$ cat src/rtl/decode_unit_pkg.sv
// Shared decode definitions: opcode/ALU codes, instruction field layout and the ID/EX bundle.
package decode_unit_pkg;

  localparam int XLEN     = 32;
  localparam int NUM_REGS = 16;
  localparam int REG_AW   = 4;

  localparam logic [3:0] OPC_RALU   = 4'd0;
  localparam logic [3:0] OPC_IALU   = 4'd1;
  localparam logic [3:0] OPC_LOAD   = 4'd2;
  localparam logic [3:0] OPC_STORE  = 4'd3;
  localparam logic [3:0] OPC_BRANCH = 4'd4;

  localparam logic [3:0] ALU_ADD    = 4'd0;

  typedef struct packed {
    logic [3:0]        opc;
    logic [REG_AW-1:0] rd;
    logic [REG_AW-1:0] rs1;
    logic [REG_AW-1:0] rs2;
    logic [3:0]        funct;
    logic [11:0]       imm12;
  } instr_t;

  typedef struct packed {
    logic [XLEN-1:0]   pc;
    logic              valid;
    logic [3:0]        alu_op;
    logic [XLEN-1:0]   rs1_data;
    logic [XLEN-1:0]   rs2_data;
    logic [XLEN-1:0]   imm_val;
    logic              use_imm;
    logic              mem_read;
    logic              mem_write;
    logic              branch_op;
    logic              reg_write;
    logic [REG_AW-1:0] rd_addr;
  } idex_t;

  function automatic logic [XLEN-1:0] sext12(input logic [11:0] v);
    return {{(XLEN-12){v[11]}}, v};
  endfunction

endpackage

$ cat src/rtl/decode_unit_if.sv
// Fetch, writeback and ID/EX signal bundle between the decode stage and its neighbours.
interface decode_unit_if;
  import decode_unit_pkg::*;

  logic [XLEN-1:0]   if_pc;
  logic [XLEN-1:0]   if_instr;
  logic              if_valid;
  logic              hazard_stall;
  logic [REG_AW-1:0] wb_rd_addr;
  logic [XLEN-1:0]   wb_data;
  logic              wb_reg_write;

  logic [XLEN-1:0]   pc_out;
  logic              valid_out;
  logic [3:0]        alu_op;
  logic [XLEN-1:0]   rs1_data;
  logic [XLEN-1:0]   rs2_data;
  logic [XLEN-1:0]   imm_val;
  logic              use_imm;
  logic              mem_read;
  logic              mem_write;
  logic              branch_op;
  logic              reg_write;
  logic [REG_AW-1:0] rd_addr;
  logic              illegal_instr;

  modport master (
    output if_pc, if_instr, if_valid, wb_rd_addr, wb_data, wb_reg_write,
    input  hazard_stall, pc_out, valid_out, alu_op, rs1_data, rs2_data, imm_val,
           use_imm, mem_read, mem_write, branch_op, reg_write, rd_addr, illegal_instr
  );

  modport slave (
    input  if_pc, if_instr, if_valid, wb_rd_addr, wb_data, wb_reg_write,
    output hazard_stall, pc_out, valid_out, alu_op, rs1_data, rs2_data, imm_val,
           use_imm, mem_read, mem_write, branch_op, reg_write, rd_addr, illegal_instr
  );

endinterface

$ cat src/rtl/decode_unit_register_file.sv
// 16x32 register file: two async read ports, one sync write port, async clear.
// Build option WB_BYPASS_EN: a same-cycle write is forwarded to a matching read port.
module decode_unit_register_file
  import decode_unit_pkg::*;
(
  input  logic              clk,
  input  logic              rst_n,
  input  logic [REG_AW-1:0] rs1_addr_i,
  input  logic [REG_AW-1:0] rs2_addr_i,
  output logic [XLEN-1:0]   rs1_data_o,
  output logic [XLEN-1:0]   rs2_data_o,
  input  logic              we_i,
  input  logic [REG_AW-1:0] wr_addr_i,
  input  logic [XLEN-1:0]   wr_data_i
);

  logic [XLEN-1:0] regs_q [NUM_REGS];

  // Writeback port; never gated by stall, flush or hazard.
  always_ff @(posedge clk or negedge rst_n) begin
    if (!rst_n) begin
      for (int i = 0; i < NUM_REGS; i++) begin
        regs_q[i] <= '0;
      end
    end else if (we_i) begin
      regs_q[wr_addr_i] <= wr_data_i;
    end
  end

`ifdef WB_BYPASS_EN
  assign rs1_data_o = (we_i && (wr_addr_i == rs1_addr_i)) ? wr_data_i : regs_q[rs1_addr_i];
  assign rs2_data_o = (we_i && (wr_addr_i == rs2_addr_i)) ? wr_data_i : regs_q[rs2_addr_i];
`else
  assign rs1_data_o = regs_q[rs1_addr_i];
  assign rs2_data_o = regs_q[rs2_addr_i];
`endif

endmodule

$ cat src/rtl/decode_unit.sv
// Instruction decode stage: decoder, RAW hazard check and registered ID/EX boundary.
// Build option WB_BYPASS_EN: writeback bypasses the register file, so writeback never stalls.
module decode_unit
  import decode_unit_pkg::*;
(
  input  logic         clk,
  input  logic         rst_n,
  input  logic         stall_i,
  input  logic         flush_i,
  decode_unit_if.slave dbus
);

  instr_t          instr_s;
  idex_t           dec_s;
  idex_t           idex_d, idex_q;
  logic            ill_d, ill_q;
  logic            legal_s, reads_rs1_s, reads_rs2_s;
  logic            h1_rs1_s, h1_rs2_s, h2_rs1_s, h2_rs2_s, hazard_s;
  logic [XLEN-1:0] rs1_data_s, rs2_data_s;

  assign instr_s = dbus.if_instr;

  decode_unit_register_file u_rf (
    .clk        (clk),
    .rst_n      (rst_n),
    .rs1_addr_i (instr_s.rs1),
    .rs2_addr_i (instr_s.rs2),
    .rs1_data_o (rs1_data_s),
    .rs2_data_o (rs2_data_s),
    .we_i       (dbus.wb_reg_write),
    .wr_addr_i  (dbus.wb_rd_addr),
    .wr_data_i  (dbus.wb_data)
  );

  // Opcode decode into the ID/EX bundle plus the operand-usage flags for hazard checking.
  always_comb begin
    dec_s          = '0;
    legal_s        = 1'b0;
    reads_rs1_s    = 1'b0;
    reads_rs2_s    = 1'b0;
    dec_s.pc       = dbus.if_pc;
    dec_s.valid    = 1'b1;
    dec_s.rs1_data = rs1_data_s;
    dec_s.rs2_data = rs2_data_s;
    dec_s.imm_val  = sext12(instr_s.imm12);
    dec_s.rd_addr  = instr_s.rd;
    case (instr_s.opc)
      OPC_RALU: begin
        legal_s         = 1'b1;
        reads_rs1_s     = 1'b1;
        reads_rs2_s     = 1'b1;
        dec_s.alu_op    = instr_s.funct;
        dec_s.reg_write = 1'b1;
      end
      OPC_IALU: begin
        legal_s         = 1'b1;
        reads_rs1_s     = 1'b1;
        dec_s.alu_op    = instr_s.funct;
        dec_s.use_imm   = 1'b1;
        dec_s.reg_write = 1'b1;
      end
      OPC_LOAD: begin
        legal_s         = 1'b1;
        reads_rs1_s     = 1'b1;
        dec_s.alu_op    = ALU_ADD;
        dec_s.use_imm   = 1'b1;
        dec_s.mem_read  = 1'b1;
        dec_s.reg_write = 1'b1;
      end
      OPC_STORE: begin
        legal_s         = 1'b1;
        reads_rs1_s     = 1'b1;
        reads_rs2_s     = 1'b1;
        dec_s.alu_op    = ALU_ADD;
        dec_s.use_imm   = 1'b1;
        dec_s.mem_write = 1'b1;
      end
      OPC_BRANCH: begin
        legal_s         = 1'b1;
        reads_rs1_s     = 1'b1;
        reads_rs2_s     = 1'b1;
        dec_s.alu_op    = {1'b0, instr_s.funct[2:0]};
        dec_s.branch_op = 1'b1;
      end
      default: begin
        legal_s = 1'b0;
      end
    endcase
  end

  // The ID/EX producer's result is not yet on the writeback port, so it always stalls.
  assign h1_rs1_s = idex_q.valid & idex_q.reg_write & (idex_q.rd_addr == instr_s.rs1);
  assign h1_rs2_s = idex_q.valid & idex_q.reg_write & (idex_q.rd_addr == instr_s.rs2);
`ifdef WB_BYPASS_EN
  assign h2_rs1_s = 1'b0;
  assign h2_rs2_s = 1'b0;
`else
  assign h2_rs1_s = dbus.wb_reg_write & (dbus.wb_rd_addr == instr_s.rs1);
  assign h2_rs2_s = dbus.wb_reg_write & (dbus.wb_rd_addr == instr_s.rs2);
`endif
  assign hazard_s = dbus.if_valid & ((reads_rs1_s & (h1_rs1_s | h2_rs1_s)) |
                                     (reads_rs2_s & (h1_rs2_s | h2_rs2_s)));
  assign dbus.hazard_stall = hazard_s;

  // ID/EX next state: flush > stall > hazard bubble > normal decode.
  always_comb begin
    idex_d = idex_q;
    ill_d  = 1'b0;
    if (flush_i) begin
      idex_d.valid     = 1'b0;
      idex_d.reg_write = 1'b0;
      idex_d.mem_read  = 1'b0;
      idex_d.mem_write = 1'b0;
      idex_d.branch_op = 1'b0;
    end else if (stall_i) begin
      idex_d = idex_q;
    end else if (hazard_s) begin
      idex_d = '0;
    end else if (dbus.if_valid && legal_s) begin
      idex_d = dec_s;
    end else begin
      idex_d = '0;
      ill_d  = dbus.if_valid;
    end
  end

  // ID/EX boundary register.
  always_ff @(posedge clk or negedge rst_n) begin
    if (!rst_n) begin
      idex_q <= '0;
      ill_q  <= 1'b0;
    end else begin
      idex_q <= idex_d;
      ill_q  <= ill_d;
    end
  end

  assign dbus.pc_out        = idex_q.pc;
  assign dbus.valid_out     = idex_q.valid;
  assign dbus.alu_op        = idex_q.alu_op;
  assign dbus.rs1_data      = idex_q.rs1_data;
  assign dbus.rs2_data      = idex_q.rs2_data;
  assign dbus.imm_val       = idex_q.imm_val;
  assign dbus.use_imm       = idex_q.use_imm;
  assign dbus.mem_read      = idex_q.mem_read;
  assign dbus.mem_write     = idex_q.mem_write;
  assign dbus.branch_op     = idex_q.branch_op;
  assign dbus.reg_write     = idex_q.reg_write;
  assign dbus.rd_addr       = idex_q.rd_addr;
  assign dbus.illegal_instr = ill_q;

endmodule

$ cat src/flat_wrapper.sv
// flat-port wrapper written by rule: the top's interface ports become plain ports
module decode_unit_flat import decode_unit_pkg::*;
  (clk, rst_n, stall_i, flush_i, dbus_if_pc, dbus_if_instr, dbus_if_valid, dbus_wb_rd_addr, dbus_wb_data, dbus_wb_reg_write, dbus_hazard_stall, dbus_pc_out, dbus_valid_out, dbus_alu_op, dbus_rs1_data, dbus_rs2_data, dbus_imm_val, dbus_use_imm, dbus_mem_read, dbus_mem_write, dbus_branch_op, dbus_reg_write, dbus_rd_addr, dbus_illegal_instr);
  decode_unit_if dbus_i ();
  input  logic clk;
  input  logic rst_n;
  input  logic stall_i;
  input  logic flush_i;
  input wire logic [$bits(dbus_i.if_pc)-1:0] dbus_if_pc;
  input wire logic [$bits(dbus_i.if_instr)-1:0] dbus_if_instr;
  input wire logic [$bits(dbus_i.if_valid)-1:0] dbus_if_valid;
  input wire logic [$bits(dbus_i.wb_rd_addr)-1:0] dbus_wb_rd_addr;
  input wire logic [$bits(dbus_i.wb_data)-1:0] dbus_wb_data;
  input wire logic [$bits(dbus_i.wb_reg_write)-1:0] dbus_wb_reg_write;
  output wire logic [$bits(dbus_i.hazard_stall)-1:0] dbus_hazard_stall;
  output wire logic [$bits(dbus_i.pc_out)-1:0] dbus_pc_out;
  output wire logic [$bits(dbus_i.valid_out)-1:0] dbus_valid_out;
  output wire logic [$bits(dbus_i.alu_op)-1:0] dbus_alu_op;
  output wire logic [$bits(dbus_i.rs1_data)-1:0] dbus_rs1_data;
  output wire logic [$bits(dbus_i.rs2_data)-1:0] dbus_rs2_data;
  output wire logic [$bits(dbus_i.imm_val)-1:0] dbus_imm_val;
  output wire logic [$bits(dbus_i.use_imm)-1:0] dbus_use_imm;
  output wire logic [$bits(dbus_i.mem_read)-1:0] dbus_mem_read;
  output wire logic [$bits(dbus_i.mem_write)-1:0] dbus_mem_write;
  output wire logic [$bits(dbus_i.branch_op)-1:0] dbus_branch_op;
  output wire logic [$bits(dbus_i.reg_write)-1:0] dbus_reg_write;
  output wire logic [$bits(dbus_i.rd_addr)-1:0] dbus_rd_addr;
  output wire logic [$bits(dbus_i.illegal_instr)-1:0] dbus_illegal_instr;
  assign dbus_i.if_pc = dbus_if_pc;
  assign dbus_i.if_instr = dbus_if_instr;
  assign dbus_i.if_valid = dbus_if_valid;
  assign dbus_i.wb_rd_addr = dbus_wb_rd_addr;
  assign dbus_i.wb_data = dbus_wb_data;
  assign dbus_i.wb_reg_write = dbus_wb_reg_write;
  assign dbus_hazard_stall = dbus_i.hazard_stall;
  assign dbus_pc_out = dbus_i.pc_out;
  assign dbus_valid_out = dbus_i.valid_out;
  assign dbus_alu_op = dbus_i.alu_op;
  assign dbus_rs1_data = dbus_i.rs1_data;
  assign dbus_rs2_data = dbus_i.rs2_data;
  assign dbus_imm_val = dbus_i.imm_val;
  assign dbus_use_imm = dbus_i.use_imm;
  assign dbus_mem_read = dbus_i.mem_read;
  assign dbus_mem_write = dbus_i.mem_write;
  assign dbus_branch_op = dbus_i.branch_op;
  assign dbus_reg_write = dbus_i.reg_write;
  assign dbus_rd_addr = dbus_i.rd_addr;
  assign dbus_illegal_instr = dbus_i.illegal_instr;
  decode_unit u_core (.clk(clk), .rst_n(rst_n), .stall_i(stall_i), .flush_i(flush_i), .dbus(dbus_i));
endmodule
$ cat config.mk
export PLATFORM = sky130hd
export DESIGN_NAME = decode_unit_flat
export DESIGN_NICKNAME = d
export VERILOG_FILES = /design/src/rtl/decode_unit_pkg.sv /design/src/rtl/decode_unit_if.sv /design/src/rtl/decode_unit_register_file.sv /design/src/rtl/decode_unit.sv /design/src/flat_wrapper.sv
export SDC_FILE = /design/constraint.sdc
export NUM_CORES = 1
export LEC_CHECK = 0
export ABC_CLOCK_PERIOD_IN_PS = 2400
export BUFFER_PORTS_ARGS = -buffer_cell sky130_fd_sc_hd__buf_2
export CAP_MARGIN = 15
export CORE_ASPECT_RATIO = 1.25
export CORE_MARGIN = 2
export CORE_UTILIZATION = 56
export DETAILED_ROUTE_END_ITERATION = 10
export HOLD_SLACK_MARGIN = 0.15
export PLACE_DENSITY = 0.85
export SLEW_MARGIN = 20
export SYNTH_ARGS = -nofsm -noshare
export SYNTH_HDL_FRONTEND = slang
export SYNTH_HIERARCHICAL = 1
export SYNTH_SLANG_ARGS = --single-unit
$ cat constraint.sdc
create_clock -name clk -period 2.4 [get_ports clk]
set_input_delay 0.12 -clock clk [delete_from_list [all_inputs] [get_ports clk]]
set_output_delay 0.12 -clock clk [all_outputs]
set_load 0.01 [all_outputs]
; Word level (Yosys, flattened, before mapping)
; Cells that the tools add are included.
[word_totals]
ff_bits = 655
latch_bits = 0
ram_bits = 0
rom_bits = 0
input_bits = 106
out_inout_bits = 144
elab_cells = 93
memories = 0
[op_classes]
n_addsub = 0
multipliers = 0
n_div = 0
n_lt_le_gt_ge = 4
n_eq_ne = 9
shift = 0
n_mux = 26
bitwise = 16
n_reduce_logical = 9
[op_table]
columns = operator, n
row1 = bitwise mux 512 bit, 1
row2 = 2-to-1 mux 142 bit, 2
row3 = binary-select mux 32 bit (select 4 bit), 2
row4 = 2-to-1 mux 32 bit, 5
row5 = demux 32 bit (select 4 bit), 1
row6 = 2-to-1 mux 110 bit, 1
row7 = equality test 4 bit, 4
row8 = ">= comparator 5 bit, second input constant", 3
row9 = inverter 4 -> 5 bit, 3
row10 = 2-to-1 mux 1 bit, 12
row11 = OR reduction 3 bit, 3
row12 = bitwise AND 1 bit, 8
row13 = "equality test 4 x 2 -> 1 bit, second input constant", 2
row14 = case mux 4 bit (2 select lines), 1
row15 = "less-than comparator 5 x 1 -> 1 bit, second input constant", 1
row16 = OR reduction 5 bit, 1
row17 = "equality test 4 x 1 -> 1 bit, second input constant", 1
row18 = "equality test 4 x 3 -> 1 bit, second input constant", 1
row19 = zero test 4 bit, 1
row20 = 2-to-1 mux 4 bit, 1
row21 = bitwise OR 1 bit, 3
row22 = logical AND 1 bit, 2
row23 = "!= test 2 x 1 -> 1 bit, second input constant", 1
row24 = inverter 1 bit, 2
row25 = other kinds (2), 2

; Depth between registers and ports, before layout
[logic_depth]
word_depth = 9
mapped_depth = 7
depth_no_buf = 5

; Hierarchy
; The synthesis kept the hierarchy.
[modules_own_cells]
columns = mod, instances, cells_per_inst, area_each_um2, seq_area_each_um2
row1 = decode_unit_register_file, 1, 1675, 26457.9, 12812.3
row2 = decode_unit, 1, 616, 5644.2, 3078.0

; Worst setup path before layout
; No wires, ideal clock.
[synth_timing]
path_kind = reg-to-output
from = reg u_core.idex_q, in the netlist u_core/dbus.rd_addr[0]
to = out dbus_hazard_stall
arrival_time_ps = 1766
required_ps = 2280
setup_slack_ps = 514
stages_incl_launch_ff = 8
n_path_buf = 2
cell_sequence = dfrtp_1 -> xor2_1 -> nor3_1 -> nand4_1 -> a221oi_2 -> buf_2 -> buf_4 -> o21bai_1
[synth_via]
elab_chain_cells = 6
elab_cells_between_ends = 10
cone_classes = 2 x eq/ne / 8 x bitwise
[synth_rtl]
columns = element, line
row1 = "start, declared", decode_unit.sv:15  ; idex_t idex_d, idex_q;
row2 = "start signal, assigned", decode_unit.sv:133  ; idex_q <= idex_d;
row3 = equality test 4 bit (on tied branches), "decode_unit.sv:92, decode_unit.sv:93"
row4 = bitwise AND 1 bit (on tied branches), "decode_unit.sv:92, decode_unit.sv:93"
row5 = bitwise OR 1 bit (on tied branches), "decode_unit.sv:101, decode_unit.sv:102"
row6 = bitwise AND 1 bit (on tied branches), "decode_unit.sv:101, decode_unit.sv:102"
row7 = bitwise OR 1 bit *, decode_unit.sv:101  ; assign hazard_s = dbus.if_valid & ((reads_rs1_s & (h1_rs1_s | h2_rs1_s)) |
row8 = bitwise AND 1 bit *, decode_unit.sv:101
row9 = "end, declared", flat_wrapper.sv:15  ; output wire logic [$bits(dbus_i.hazard_stall)-1:0] dbus_hazard_stall;
; Every way passes the cells marked *; elsewhere a longest branch is shown, timed or not.

; Worst setup path after layout
[layout_timing]
from = reg u_core.idex_q, in the netlist u_core/dbus.rd_addr[3]
to = out dbus_hazard_stall
; The elaborated chain is that of the path after synthesis.

==> impl_metrics.yaml <==
route:
  ant_nets: 0
  dr.pass1.iters: 8
  routed_wirelength_um: 107400
  vias: 24540
  wl_per_cell_um: 31.75
  drc: 0
  viasPerCell: 7.256
  drt_iter0_markers: 3536
setup_path:
  r2r_start: "u_core/dbus.rd_addr[3]$_DFFE_PN0P_"
  r2r_cells: 8
  cp_slowest_cell: "dfrtp_1"
  critical_path_class: "reg -> out"
  reg2reg_setup_slack_ns: -0.06
  startpoint_type: "register"
  worstReg2RegEnd: "u_core/dbus.pc_out[1]$_DFFE_PN0P_"
  crit_chain: "xor2_1 -> nor3_2 -> nand4_1 -> a221oi_4 -> buf_12 -> o21bai_1 -> buf_2"
  cp_max_fo: 4
  critical_path_buf_inv_count: 2
  worst_setup_path_end_kind: "output pin"
  crit_family: "compound AO/OA/AOI/OAI gates"
  cp.arrival_ns: 2.41
  cp.required_ns: 2.28
  critPathMaxStageDelay_ns: 0.43
  worstSetupStartpoint: "u_core/dbus.rd_addr[3]$_DFFE_PN0P_"
yosys:
  synth_seq_area_share: 0.4950
  ys_ff_latch: 635
  synth_area_um2: 32100
  yosysTopAreaCellShare: 0.4950
  yosysWarnings: 6
  synthesis.nets: 2397
  netlist_instances: 2291
  synth_cell_types: 36
  synthArstFlopShare: 1.000
  avgSynthCellArea_um2: 14.01
  synth-main-ff-cell: "dfrtp_1"
  synth_edf_count: 0
  synth_top_area_cell: "dfrtp_1"
  synth.top_cells.by_area: "dfrtp_1 (49%), mux4_2 (18%), mux2_2 (18%)"
global_route:
  grt_overflow_total: 0
  grt_pass1_vias: 25575
  grt_pass1_wl_um: 159400
  grt_usage: 0.3601
  antenna_found_initial: 7
  grt_max_degree: 85
placement:
  dp.cells: 3139
  portBuffers: 249
  postPlaceCellArea_um2: 34780
  dp_hpwl_um: 58520
  gp_congestion: 0.8875
die:
  start_util: 0.5642
  pin_count: 250
  die_h_um: 271.7
  die_x_um: 218.2
  coreArea_um2: 56890
  die_area_um2: 59270
  row_count: 98
timing:
  hold_viol_final: 0
  finalWorstSetupSlack_ns: -0.1339
  rsz0062_at_grt: "yes"
  setup_viol: 6
  finalCritPeriodShare: 1.056
  tightestPinTransition_ns: 0.8211
  finalCriticalPeriod_ns: 2.534
  fin_skew_ns: 0.01270
  clock.fmax_mhz: 394.6
  drv_slew: 0
  slew_headroom: 0.4526
cts:
  cts_sinks: 635
  path_clk_slew_ns: 0.07
  cts_buffer_depth: 3
  clockRootBuffer: "clkbuf_16"
  cts_made_buffers: 61
  htree_levels: 2
  clk_latency_ns: 0.64
  tritoncts: "yes"
cells_and_area:
  area_delta_synth_final_pct: 18.65
  layout-drive-gt1-share: 0.4802
  finish.instance_area_um2: 38090
  multi_input_area_um2: 15250
  n_fill_cell: 3550
  nNetsFinal: 2682
  stdcell_count: 3382
  final_cell_mix: "dfrtp_1 (635), mux2_2 (509), mux4_2 (256)"
  regArea_um2: 15890
  mostFrequentLayoutCell: "dfrtp_1"
power_and_ir_drop:
  finalPower_mw: 31.13
  power.internal_mw: 22.25
  seqPwrFrac: 0.471
  leakagePower_nw: 16.37
  p_per_area_nw_per_um2: 817.3
  pwr-share-comb: 0.218
  swShare: 0.2853
  switchingPower_mw: 8.881
  max-vdd-ir-drop_uv: 660.3
  clkPwrFrac: 0.311
outcome:
  status: "finished, violations left"
  violations: "setup timing"
worst_hold_path:
  min_path_type: "in -> reg"
  hp-start: "dbus_wb_reg_write"
  holdPathEnd: "u_core/dbus.valid_out$_DFFE_PN0P_"
  holdPathStages: 5
job:
  cap_violations: 0
[cell families (layout without fill, tap and decap cells)]
| logic type | after synthesis | in the layout | synth area share |
|---|---|---|---|
| mux | 768 | 768 | 0.3592 |
| flops | 635 | 635 | 0.4950 |
| simple gates | 360 | 360 | 0.05414 |
| compound gates | 257 | 257 | 0.05118 |
| buf+inv | 255 | 590 | 0.03613 |
| xor+xnor | 16 | 16 | 0.004365 |
| other cells | 0 | 6 | 0 |
[routing by layer]
metal / share of wire / vias to the layer above / track usage
met2: 0.46 / 2112 / 0.5418
li1: - / 9322 / -
met4: 0.084 / 0 / 0.2639
met3: 0.12 / 647 / 0.1013
met5: 0 / - / 0
met1: 0.33 / 12459 / 0.4477
[synthesized netlist by cell type (21+ instances only)]
master	number
mux4_2	256
nand2_1	191
nand4_1	117
o21ai_1	72
dfrtp_1	635
buf_4	21
clkbuf_1	130
o21ai_0	49
a22oi_1	128
mux2_2	509
buf_2	99
[worst max-delay path by stage]
stage | slack, ns | cells past startpoint | end
after floorplan | 0.51 | 7 | dbus_hazard_stall
after global placement | 0.36 | 6 | u_core/dbus.rs1_data[27]$_DFFE_PN0P_
after detailed placement | 0.28 | 7 | u_core/dbus.imm_val[10]$_DFFE_PN0P_
after CTS | -0.13 | 7 | dbus_hazard_stall
after global routing | -0.17 | 7 | dbus_hazard_stall
final | -0.13 | 7 | dbus_hazard_stall
[timing repair]
action	CTS	global route
endpoints found under the setup margin	1	51
gates cloned	1	3
pin swaps	4	3
setup buffers	4	6
resized for setup	0	6
endpoints found under the hold margin	1260	0
hold buffers	110	0
[power by group through the flow]
stage               Combinational [mW]  Sequential [mW]  Clock (mW)
floorplan                         4.71             14.1           0
detailed placement                6.39             14.6           0
global placement                  6.07             14.2           0
finish                            6.80             14.7        9.67
global route                      7.14             14.8        10.1
CTS                               6.62             14.5        9.64
[through the flow]
stage	setup TNS [ns]	hold WS, ns	util	setup slack (ns)
floorplan	0	-0.1756	-	0.5141
global placement	0	0.1278	0.6113	0.3626
detailed placement	0	0.1353	0.6113	0.2823
CTS	-0.1535	0.2287	0.6666	-0.1288
global route	-0.3111	0.2554	0.6694	-0.1675
finish	-0.2729	0.2322	0.6694	-0.1339
[final cells by class]
type / instances / area share
repair buffers: 477 / 0.1057
diodes: 6 / 0.0003942
well taps: 750 / 0.02464
multi-input cells: 1401 / 0.4003
clock inverters: 19 / 0.004106
clock buffers: 94 / 0.04760
flip-flops and latches: 635 / 0.4172
[tightest hold or removal path: stages]
cell	delay, ns
buf_2	0.20
a32oi_4	0.16
buf_12	0.19
nand3_1	0.10
o21ai_0	0.07
[registers in the layout, indices dropped and copies added, names as in the netlist]
| signal | flops |
|---|---|
| u_core/u_rf/regs_q | 512 |
| u_core/dbus.imm_val | 12 |
| u_core/dbus.valid_out | 1 |
| u_core/dbus.illegal_instr | 1 |
| u_core/dbus.pc_out | 32 |
| u_core/dbus.rs1_data | 32 |
| u_core/dbus.mem_write | 1 |
| u_core/dbus.rs2_data | 32 |
| u_core/dbus.reg_write | 1 |
| u_core/dbus.rd_addr | 4 |
| u_core/dbus.alu_op | 4 |
| u_core/dbus.branch_op | 1 |
| u_core/dbus.use_imm | 1 |
| u_core/dbus.mem_read | 1 |
(Power assumes the default switching activity.)
